**config.mk**
```make
export PLATFORM = sky130hd
export DESIGN_NAME = display_bus_arbiter
export DESIGN_NICKNAME = d
export VERILOG_FILES = /design/src/rtl/display_pkg.sv /design/src/rtl/rr_priority_picker.sv /design/src/rtl/display_bus_arbiter.sv
export SDC_FILE = /design/constraint.sdc
export NUM_CORES = 1
export LEC_CHECK = 0
export ABC_AREA = 1
export CAP_MARGIN = 40
export CORE_MARGIN = 5
export CORE_UTILIZATION = 30
export DETAILED_ROUTE_END_ITERATION = 8
export GPL_TIMING_DRIVEN = 0
export PLACE_DENSITY = 0.92
export RECOVER_POWER = 25
export SYNTH_ARGS = -nofsm -noshare
export SYNTH_HDL_FRONTEND = slang
export SYNTH_SLANG_ARGS = --single-unit
```
**constraint.sdc**
```tcl
create_clock -name clk -period 2.4 [get_ports clk]
set_clock_uncertainty 0.15 [all_clocks]
set_input_delay 0.36 -clock clk [delete_from_list [all_inputs] [get_ports clk]]
set_output_delay 0.36 -clock clk [all_outputs]
set_load 0.05 [all_outputs]
```
**src/rtl/display_pkg.sv**
```systemverilog
// Shared constants and types for the display memory-port arbiter.
package display_pkg;

  localparam int BURST_WORDS = 4;
  localparam int ADDR_W      = 22;
  localparam int DATA_W      = 16;

  typedef enum logic [1:0] {
    IDLE = 2'd0,
    ADDR = 2'd1,
    DATA = 2'd2
  } arb_state_t;

  localparam logic [1:0] REQ_CTRL  = 2'd0;
  localparam logic [1:0] REQ_FILE0 = 2'd1;
  localparam logic [1:0] REQ_FILE1 = 2'd2;

endpackage

```
**src/rtl/rr_priority_picker.sv**
```systemverilog
// Combinational winner search: optional fixed priority for requester 0,
// otherwise round-robin upward from the last non-priority winner.
module rr_priority_picker #(
  parameter int NUM_REQ = 3
) (
  input  logic [NUM_REQ-1:0] req_i,
  input  logic [1:0]         rr_last_i,
  input  logic               prio0_en_i,
  output logic [1:0]         winner_o,
  output logic               found_o
);

  // Priority override first, then a wrap-around scan starting after rr_last.
  always_comb begin
    int idx;
    idx      = 0;
    winner_o = '0;
    found_o  = 1'b0;
    if (prio0_en_i && req_i[0]) begin
      found_o = 1'b1;
    end else begin
      for (int k = 1; k <= NUM_REQ; k++) begin
        idx = (int'(rr_last_i) + k) % NUM_REQ;
        if (!found_o && req_i[idx] && !(prio0_en_i && idx == 0)) begin
          winner_o = 2'(idx);
          found_o  = 1'b1;
        end
      end
    end
  end

endmodule

```
**src/rtl/display_bus_arbiter.sv**
```systemverilog
// Shares the burst-read memory port between the control reader and the two
// display file fetchers, one 4-beat burst per grant.
//
//  state | meaning
//  IDLE  | no owner; arbitrate among active requests
//  ADDR  | owner's address presented (mem_as=1), waiting for mem_ack
//  DATA  | address accepted, collecting the remaining data beats
module display_bus_arbiter #(
  parameter int NUM_REQ     = 3,
  parameter int BURST_WORDS = display_pkg::BURST_WORDS,
  parameter int PRIO0       = 1
) (
  input  logic                  clk,
  input  logic                  reset,
  input  logic [NUM_REQ-1:0]    req_as,
  input  logic [NUM_REQ*22-1:0] req_address,
  output logic [NUM_REQ-1:0]    req_ack,
  output logic [NUM_REQ-1:0]    req_burstdata_valid,
  output logic [15:0]           req_din,
  output logic                  mem_as,
  output logic [21:0]           mem_address,
  input  logic                  mem_ack,
  input  logic                  mem_burstdata_valid,
  input  logic [15:0]           mem_din,
  output logic                  grant_valid,
  output logic [1:0]            grant_idx
);
  import display_pkg::*;

  localparam int               CNT_W      = $clog2(BURST_WORDS) + 1;
  localparam logic [CNT_W-1:0] BEATS_FULL = CNT_W'(BURST_WORDS);
  localparam logic [CNT_W-1:0] BEATS_LAST = CNT_W'(BURST_WORDS - 1);

  arb_state_t         state_q, state_d;
  logic [1:0]         grant_idx_q, grant_idx_d;
  logic [1:0]         rr_last_q, rr_last_d;
  logic [CNT_W-1:0]   beat_cnt_q, beat_cnt_d;

  logic [NUM_REQ-1:0] grant_oh;
  logic               owner_req;
  logic               busy;
  logic               ack_now;
  logic               beat;
  logic               last_beat;
  logic [1:0]         pick_idx;
  logic               pick_found;

  rr_priority_picker #(.NUM_REQ(NUM_REQ)) u_picker (
    .req_i      (req_as),
    .rr_last_i  (rr_last_q),
    .prio0_en_i (PRIO0 != 0),
    .winner_o   (pick_idx),
    .found_o    (pick_found)
  );

  // Decode the owner into a one-hot select and mux its address to memory.
  always_comb begin
    grant_oh    = '0;
    mem_address = '0;
    for (int i = 0; i < NUM_REQ; i++) begin
      if (grant_idx_q == 2'(i)) begin
        grant_oh[i] = 1'b1;
        mem_address = req_address[i*22 +: 22];
      end
    end
  end

  assign owner_req = |(req_as & grant_oh);
  assign busy      = (state_q != IDLE);
  assign ack_now   = (state_q == ADDR) && mem_ack;
  assign beat      = busy && mem_burstdata_valid;
  // Final beat is either already counted (beats ran ahead of the ack) or arriving now.
  assign last_beat = (beat_cnt_q == BEATS_FULL) || (beat && beat_cnt_q == BEATS_LAST);

  assign mem_as              = (state_q == ADDR);
  assign req_ack             = ack_now ? grant_oh : '0;
  assign req_burstdata_valid = beat ? grant_oh : '0;
  assign req_din             = mem_din;
  assign grant_valid         = busy;
  assign grant_idx           = grant_idx_q;

  // Next-state: arbitration, address handshake, beat counting and completion.
  always_comb begin
    state_d     = state_q;
    grant_idx_d = grant_idx_q;
    rr_last_d   = rr_last_q;
    beat_cnt_d  = beat_cnt_q;
    if (beat && beat_cnt_q != BEATS_FULL) begin
      beat_cnt_d = beat_cnt_q + CNT_W'(1);
    end
    case (state_q)
      IDLE: begin
        beat_cnt_d = '0;
        if (pick_found) begin
          grant_idx_d = pick_idx;
          if (!(PRIO0 != 0 && pick_idx == REQ_CTRL)) begin
            rr_last_d = pick_idx;
          end
          state_d = ADDR;
        end
      end
      ADDR: begin
        if (mem_ack) begin
          if (last_beat) begin
            state_d    = IDLE;
            beat_cnt_d = '0;
          end else begin
            state_d = DATA;
          end
        end else if (!owner_req) begin
          state_d    = IDLE;
          beat_cnt_d = '0;
        end
      end
      DATA: begin
        if (last_beat) begin
          state_d    = IDLE;
          beat_cnt_d = '0;
        end
      end
      default: begin
        state_d    = IDLE;
        beat_cnt_d = '0;
      end
    endcase
  end

  // State registers with synchronous reset; an in-flight burst is simply dropped.
  always_ff @(posedge clk) begin
    if (reset) begin
      state_q     <= IDLE;
      grant_idx_q <= '0;
      rr_last_q   <= 2'(NUM_REQ - 1);
      beat_cnt_q  <= '0;
    end else begin
      state_q     <= state_d;
      grant_idx_q <= grant_idx_d;
      rr_last_q   <= rr_last_d;
      beat_cnt_q  <= beat_cnt_d;
    end
  end

endmodule

```
==> reports/results.tsv, run 1 <==
metric	value	unit
IO buf count	120	
critical-path maximum fanout	5	
area grow syn2layout	97.8	%
Core Util, Final	0.620	
initial antenna violation count	0	
Worst EP arrival	1.74	ns
WP data required	1.89	ns
FILL cells	417	
FF+latch count, synth	9	
drt drc	0	
Min-Delay Startpoint	state_q[0]$_SDFFE_PP0P_	
final cell count without fillers	432	
Die ar.	6030	um^2
share of layout cells above drive strength 1	0.179	
global route total overflow	0	
final wirelength	5330	um
syn_area_per_cell	5.37	um^2
outcome	finished clean	
net count after synthesis	355	
Worst VDD drop	0.704	mV
die width	77.7	um
row cnt	24	
Hold Path Class	reg2reg	
Max Clock Freq	444	MHz
number of buffers created by CTS	3	
HPWL Detailed	4550	um
# IOs	137	
CP Launch Type	flop	
Clock transition at path regs	0.05	ns
Crit-path slowest cell	clkdlybuf4s15_1	
Final min period	2.25	ns
vias	2004	
crit-path cells	inv_1 > ha_1 > inv_1 > nand2_1 > nor2_1 > clkdlybuf4s15_1	
Pre-antenna DRT Iters	4	
clock latency on the worst-skew pair	0.23	ns
Bufs on Longest Clock Path	2	
n_diodes	0	
first-pass GRT wire length	8310	um
largest area contributor in the netlist	nand2_1	
Power Total	0.00320	W
GRT Util Overall	0.164	
Leak Pwr	1.29	nW
measured slew at the worst slew-check pin	0.506	ns
post-CTS setup buffers	0	
Fin. Hold Viols	0	
Starting Density	0.313	
Root Buffer	clkbuf_8	
Ys Warns	0	
die height	77.7	um
drt wl/cell	12.3	um
Core Region	4380	um^2
max cap viols	0	
Pins Over Slew Limit	0	
beginning of the critical path	state_q[1]$_SDFFE_PP0P_	
dpl cells	428	
nets	480	
Post-DRT Antenna Nets	0	
Initial DRC Count	74	
RSZ-0062 raised after global routing	false	
Setup crit end kind	primary output	
r2r startpoint	rr_last_q[0]$_SDFFE_PP0P_	
largest cells by area after synthesis	nand2_1 30%, nand3_1 15%, dfxtp_1 13%, ha_1 9.1%, buf_4 8.7%	
Tcrit/Tclk final	0.939	
P per Cell Area	1180	nW/um^2
RD Place Congestion	0.918	
Worst path top cell family by delay	buffers and inverters	
Netlist cell types	18	
largest net degree at the start of global routing	11	
vias in the first global route	1997	
endpoints failing setup	0	
WP buf/inv	3	
CP dominant cell by count	inv_1	
Register Area	181	um^2
top cell type's share of synthesized area	0.301	
Seq/Total Area, Yosys	0.131	
clock sinks	9	
Post-Synthesis Cells	256	
Post-Syn Area	1370	um^2
Slew Limit Headroom	0.662	
Via density	4.64	
TritonCTS clock tree	yes	
area of the multi-input gates	961	um^2
critical path type	reg2out	
Max stage delay on crit path	0.50	ns
H-tree depth	1	
per-stage QoR:
stage	TNS, ns	cell area (um^2)	hold slack [ns]	setup slack (ns)
floorplan	-0.0308	1370	0.279	-0.0154
global placement	-7.11	2640	0.327	-0.375
detailed placement	-7.02	2640	0.332	-0.354
CTS	0	2720	0.338	0.0483
global route	0	2720	0.356	0.0142
finish	0	2720	0.337	0.145
cells in the mapped netlist:
cell type  count
nand2_1      110
nand3_1       40
inv_1         22
buf_4         16
nor2_1        15
ha_1          10
a21oi_1        9
dfxtp_1        9
clkbuf_1       5
inv_2          5
nand2_2        3
nor2_4         3
o21ai_0        3
nor2_2         2
a22oi_2        1
buf_2          1
nand3b_1       1
o21ai_2        1
registers in the layout, summed over array words and instances, names as in the netlist:
signal	cells
grant_idx	2
rr_last_q	2
beat_cnt_q	3
state_q	2
logic make-up (layout without fill, tap and decap cells):
kind of cell | count (synthesis) | count (layout) | synth area share
fa+ha+maj | 10 | 10 | 0.0911
compound gates | 14 | 14 | 0.0592
flops | 9 | 9 | 0.131
buf+inv | 49 | 173 | 0.179
simple gates | 174 | 174 | 0.540
worst register-to-register path: cells and delay by family, from the launching register on:
family          cells  cell delay, ns
compound gates      1            0.12
buf+inv             3            0.31
simple gates        6            0.59
flops               1            0.37
fa+ha+maj           1            0.38
power by group:
group / leakage [nW] / switching (W) / internal [W] / total (W)
registers: 0.0738 / 0.0000487 / 0.000191 / 0.000239
clock network: 0.0228 / 0.0000628 / 0.000116 / 0.000179
logic: 1.19 / 0.00190 / 0.000881 / 0.00278
cell usage in the layout, fill, tap and decap left out, types with 4 or more instances in the layout:
cell / count
clkdlybuf4s50_1: 77
nand2_1: 110
inv_2: 5
buf_4: 16
dfxtp_1: 8
nor2_2: 4
nor2_1: 12
nand3_1: 40
ha_1: 10
buf_2: 5
a21oi_1: 9
dlygate4sd3_1: 14
clkdlybuf4s15_2: 19
nor2_4: 4
inv_1: 22
cell type report:
type | count | share of cell area
well taps | 52 | 0.0239
plain buffers | 22 | 0.0571
multi-input cells | 198 | 0.354
repair buffers | 120 | 0.445
flip-flops and latches | 9 | 0.0668
clock buffers | 4 | 0.0166
inverters | 27 | 0.0373
per-layer routing:
metal  global-route usage  wire length, um
met5                    0                0
met4               0.0292               37
met3               0.0556              481
met2                0.337             2960
met1                0.152             1860
final timing paths:
kind                            cells after the start                         to  slack, ns
worst min-delay path                                2    state_q[0]$_SDFFE_PP0P_       0.34
worst min register to register                      2    state_q[0]$_SDFFE_PP0P_       0.34
worst max register to register                     11  grant_idx[0]$_SDFFE_PP0P_       0.41
worst max-delay path                                6     req_burstdata_valid[2]       0.15
repair_timing:
action                                  CTS  global route
gates resized for setup                  83            18
endpoints found under the setup margin   28            24
hold buffers                              0             0
Power figures use the tool's default switching activity.
==> run 2, diff against run 1 <==
--- a/config.mk
+++ b/config.mk
@@ -7,11 +7,10 @@
 export LEC_CHECK = 0
 export ABC_AREA = 1
 export CAP_MARGIN = 40
-export CORE_MARGIN = 5
-export CORE_UTILIZATION = 30
+export CORE_UTILIZATION = 32
 export DETAILED_ROUTE_END_ITERATION = 8
 export GPL_TIMING_DRIVEN = 0
-export PLACE_DENSITY = 0.92
+export PLACE_DENSITY = 0.95
 export RECOVER_POWER = 25
 export SYNTH_ARGS = -nofsm -noshare
 export SYNTH_HDL_FRONTEND = slang
==> constraint.sdc (replaced) <==
create_clock -name clk -period 2.85 [get_ports clk]
set_clock_uncertainty 0.15 [all_clocks]
set_input_delay 0.4275 -clock clk [delete_from_list [all_inputs] [get_ports clk]]
set_output_delay 0.4275 -clock clk [all_outputs]
set_load 0.05 [all_outputs]
==> run 2 against run 1 <==
  * Global-route usage rose by 5.5 points
  * Register-to-register slack improved by 0.38 ns
  * Via count rose by 1.4%
  * Die area fell by 24%
  * Clock power fell by 20%
  * Final area fell by 2.1%
  * Non-clock buffer count did not move
  * Clock-buffer cell count fell by 1
  * Sequential power fell by 20%
  * Combinational power fell by 18%
  * First-iteration DRC count rose by 120%
  * Critical endpoint unchanged
  * Highest routed layer unchanged
==> reports/results.tsv, run 2 (synthesis gave the netlist of run 1 again) <==
metric	value	unit	change
Pins Over Slew Limit	0		unchanged
DP Area	2640	um^2	about the same
Largest register FFs	3		unchanged
CP dominant cell by count	inv_1		unchanged
area grow syn2layout	93.7	%	was 97.8%
Crit Reg-Reg Endpoint	rr_last_q[1]$_SDFFE_PP1P_		was grant_idx[0]$_SDFFE_PP0P_
WP data required	2.27	ns	was 1.89 ns
Leak Pwr	1.30	nW	was 1.29 nW
die height	67.5	um	was 77.7 um
share of layout cells above drive strength 1	0.100		was 0.179
Min-Delay Path Depth	2		unchanged
Max Clock Freq	378	MHz	
first-pass GRT wire length	7710	um	was 8310 um
CP Launch Type	flop		unchanged
crit-path cells	inv_1 > ha_1 > inv_1 > nand2_1 > nor2_1 > clkdlybuf4s50_1		was inv_1 > ha_1 > inv_1 > nand2_1 > nor2_1 > clkdlybuf4s15_1
final wirelength	4980	um	was 5330 um
RSZ-0062 raised after global routing	false		unchanged
vias	2033		was 2004
measured slew at the worst slew-check pin	0.536	ns	was 0.506 ns
max cap viols	0		unchanged
drt drc	0		unchanged
P per Cell Area	980	nW/um^2	was 1180 nW/um^2
Via density	4.73		was 4.64
Hold Path Class	reg2reg		unchanged
Max stage delay on crit path	0.81	ns	was 0.50 ns
Starting Density	0.339		was 0.313
largest net degree at the start of global routing	11		unchanged
setup TNS after final layout	0	ns	unchanged
r2r worst-path depth	12		was 11
n_diodes	0		unchanged
Worst VDD drop	0.725	mV	was 0.704 mV
Clock transition at path regs	0.05	ns	about the same
Core Region	4060	um^2	was 4380 um^2
vias in the first global route	1820		was 1997
critical-path maximum fanout	5		unchanged
hold endpoint	state_q[0]$_SDFFE_PP0P_		unchanged
die width	67.5	um	was 77.7 um
H-tree depth	1		unchanged
Place WS	0.103	ns	was -0.354 ns
fin area	2660	um^2	was 2720 um^2
number of buffers created by CTS	3		unchanged
HPWL Detailed	4190	um	was 4550 um
Pre-antenna DRT Iters	4		unchanged
# IOs	137		unchanged
IO buf count	120		unchanged
TritonCTS clock tree	yes		unchanged
Slew Limit Headroom	0.641		was 0.662
clock latency on the worst-skew pair	0.23	ns	about the same
drt wl/cell	11.6	um	was 12.3 um
endpoints failing setup	0		unchanged
post-route setup slack	0.207	ns	was 0.145 ns
clock sinks	9		unchanged
Fin. Hold Viols	0		unchanged
Tcrit/Tclk final	0.928		
Bufs on Longest Clock Path	2		unchanged
Top reg by flops	beat_cnt_q		unchanged
Worst EP arrival	2.07	ns	was 1.74 ns
commonest non-fill, non-tap cells in the layout	110 x nand2_1, 82 x clkdlybuf4s50_1, 40 x nand3_1		was 110 x nand2_1, 77 x clkdlybuf4s50_1, 40 x nand3_1
Min-Delay Startpoint	state_q[0]$_SDFFE_PP0P_		unchanged
most common cell after layout, fill and taps aside	nand2_1		unchanged
row cnt	23		was 24
Setup crit end kind	primary output		unchanged
Final min period	2.64	ns	
r2r startpoint	rr_last_q[0]$_SDFFE_PP0P_		unchanged
Post-DRT Antenna Nets	0		unchanged
GRT Util Overall	0.218		was 0.164
Crit-path slowest cell	clkdlybuf4s50_1		was clkdlybuf4s15_1
RD Place Congestion	0.903		was 0.918
nets	480		unchanged
outcome	finished clean		unchanged
initial antenna violation count	0		unchanged
Initial DRC Count	160		was 74
critical path type	reg2out		unchanged
Hold Slack	0.338	ns	was 0.337 ns
FF-to-FF setup slack	0.79	ns	was 0.41 ns
Die ar.	4560	um^2	was 6030 um^2
global route total overflow	0		unchanged
Root Buffer	clkbuf_8		unchanged
==> run 2: cell count changes in the layout (fill, tap and decap cells not counted), moves of 3 or more <==
cell	delta
clkdlybuf4s50_1	+5
clkdlybuf4s15_2	-19
nor2_1	+3
buf_2	-4
dlygate4sd2_1	+19
==> run 2: cell type report <==
| class | count | area [um^2] |
|---|---|---|
| fill | 371 | 1400 |
| timing repair buffer | 120 | 1180 |
| multi-input combinational | 198 | 948 |
| sequential | 9 | 180 |
| buffer | 22 | 146 |
| inverter | 27 | 101 |
| tap | 50 | 62.6 |
| clock buffer | 3 | 41.3 |
| clock inverter | 1 | 5.00 |
==> run 2: what timing repair did <==
action	CTS	global route
setup buffers	0	0
setup endpoints to repair	23	15
hold buffers	0	0
pin swaps	0	0
resized for setup	23	6
==> run 2: worst max path at each step <==
stage	cells after the start	slack, ns	startpoint	end
floorplan	5	0.37	grant_idx[0]$_SDFFE_PP0P_	req_ack[1]
global placement	6	0.13	grant_idx[0]$_SDFFE_PP0P_	mem_address[6]
detailed placement	6	0.10	grant_idx[0]$_SDFFE_PP0P_	mem_address[8]
CTS	6	0.02	grant_idx[0]$_SDFFE_PP0P_	req_burstdata_valid[1]
global route	6	0.03	grant_idx[1]$_SDFFE_PP0P_	mem_address[6]
finish	6	0.21	state_q[0]$_SDFFE_PP0P_	req_burstdata_valid[2]
==> run 2: stage by stage <==
stage	std cells	util	power (W)
final	430	0.656	0.00261
after global routing	430	0.656	0.00281
after CTS	430	0.654	0.00261
after detailed placement	426	0.650	0.00257
after global placement	426	0.650	0.00254
after floorplan	256	-	0.00186
==> run 2: power breakdown <==
part | switching [W] | total (W) | internal, W | leakage, nW
logic | 0.00158 | 0.00227 | 0.000690 | 1.20
clock network | 0.0000491 | 0.000144 | 0.0000952 | 0.0255
registers | 0.0000330 | 0.000192 | 0.000160 | 0.0734
==> run 2: routing by layer <==
metal / global-route usage / up-vias / routed length, um
met1: 0.222 / 895 / 1810
met4: 0.0904 / 0 / 170
li1: - / 1028 / -
met5: 0 / - / 0
met3: 0.0541 / 18 / 408
met2: 0.416 / 92 / 2590
==> run 2: worst max-delay path, delay by kind of cell (launching register included) <==
family                     cells  cell delay [ns]
DFF                            1             0.35
and+or+nand+nor                2             0.23
buffers and inverters          3             0.99
adders and majority gates      1             0.26
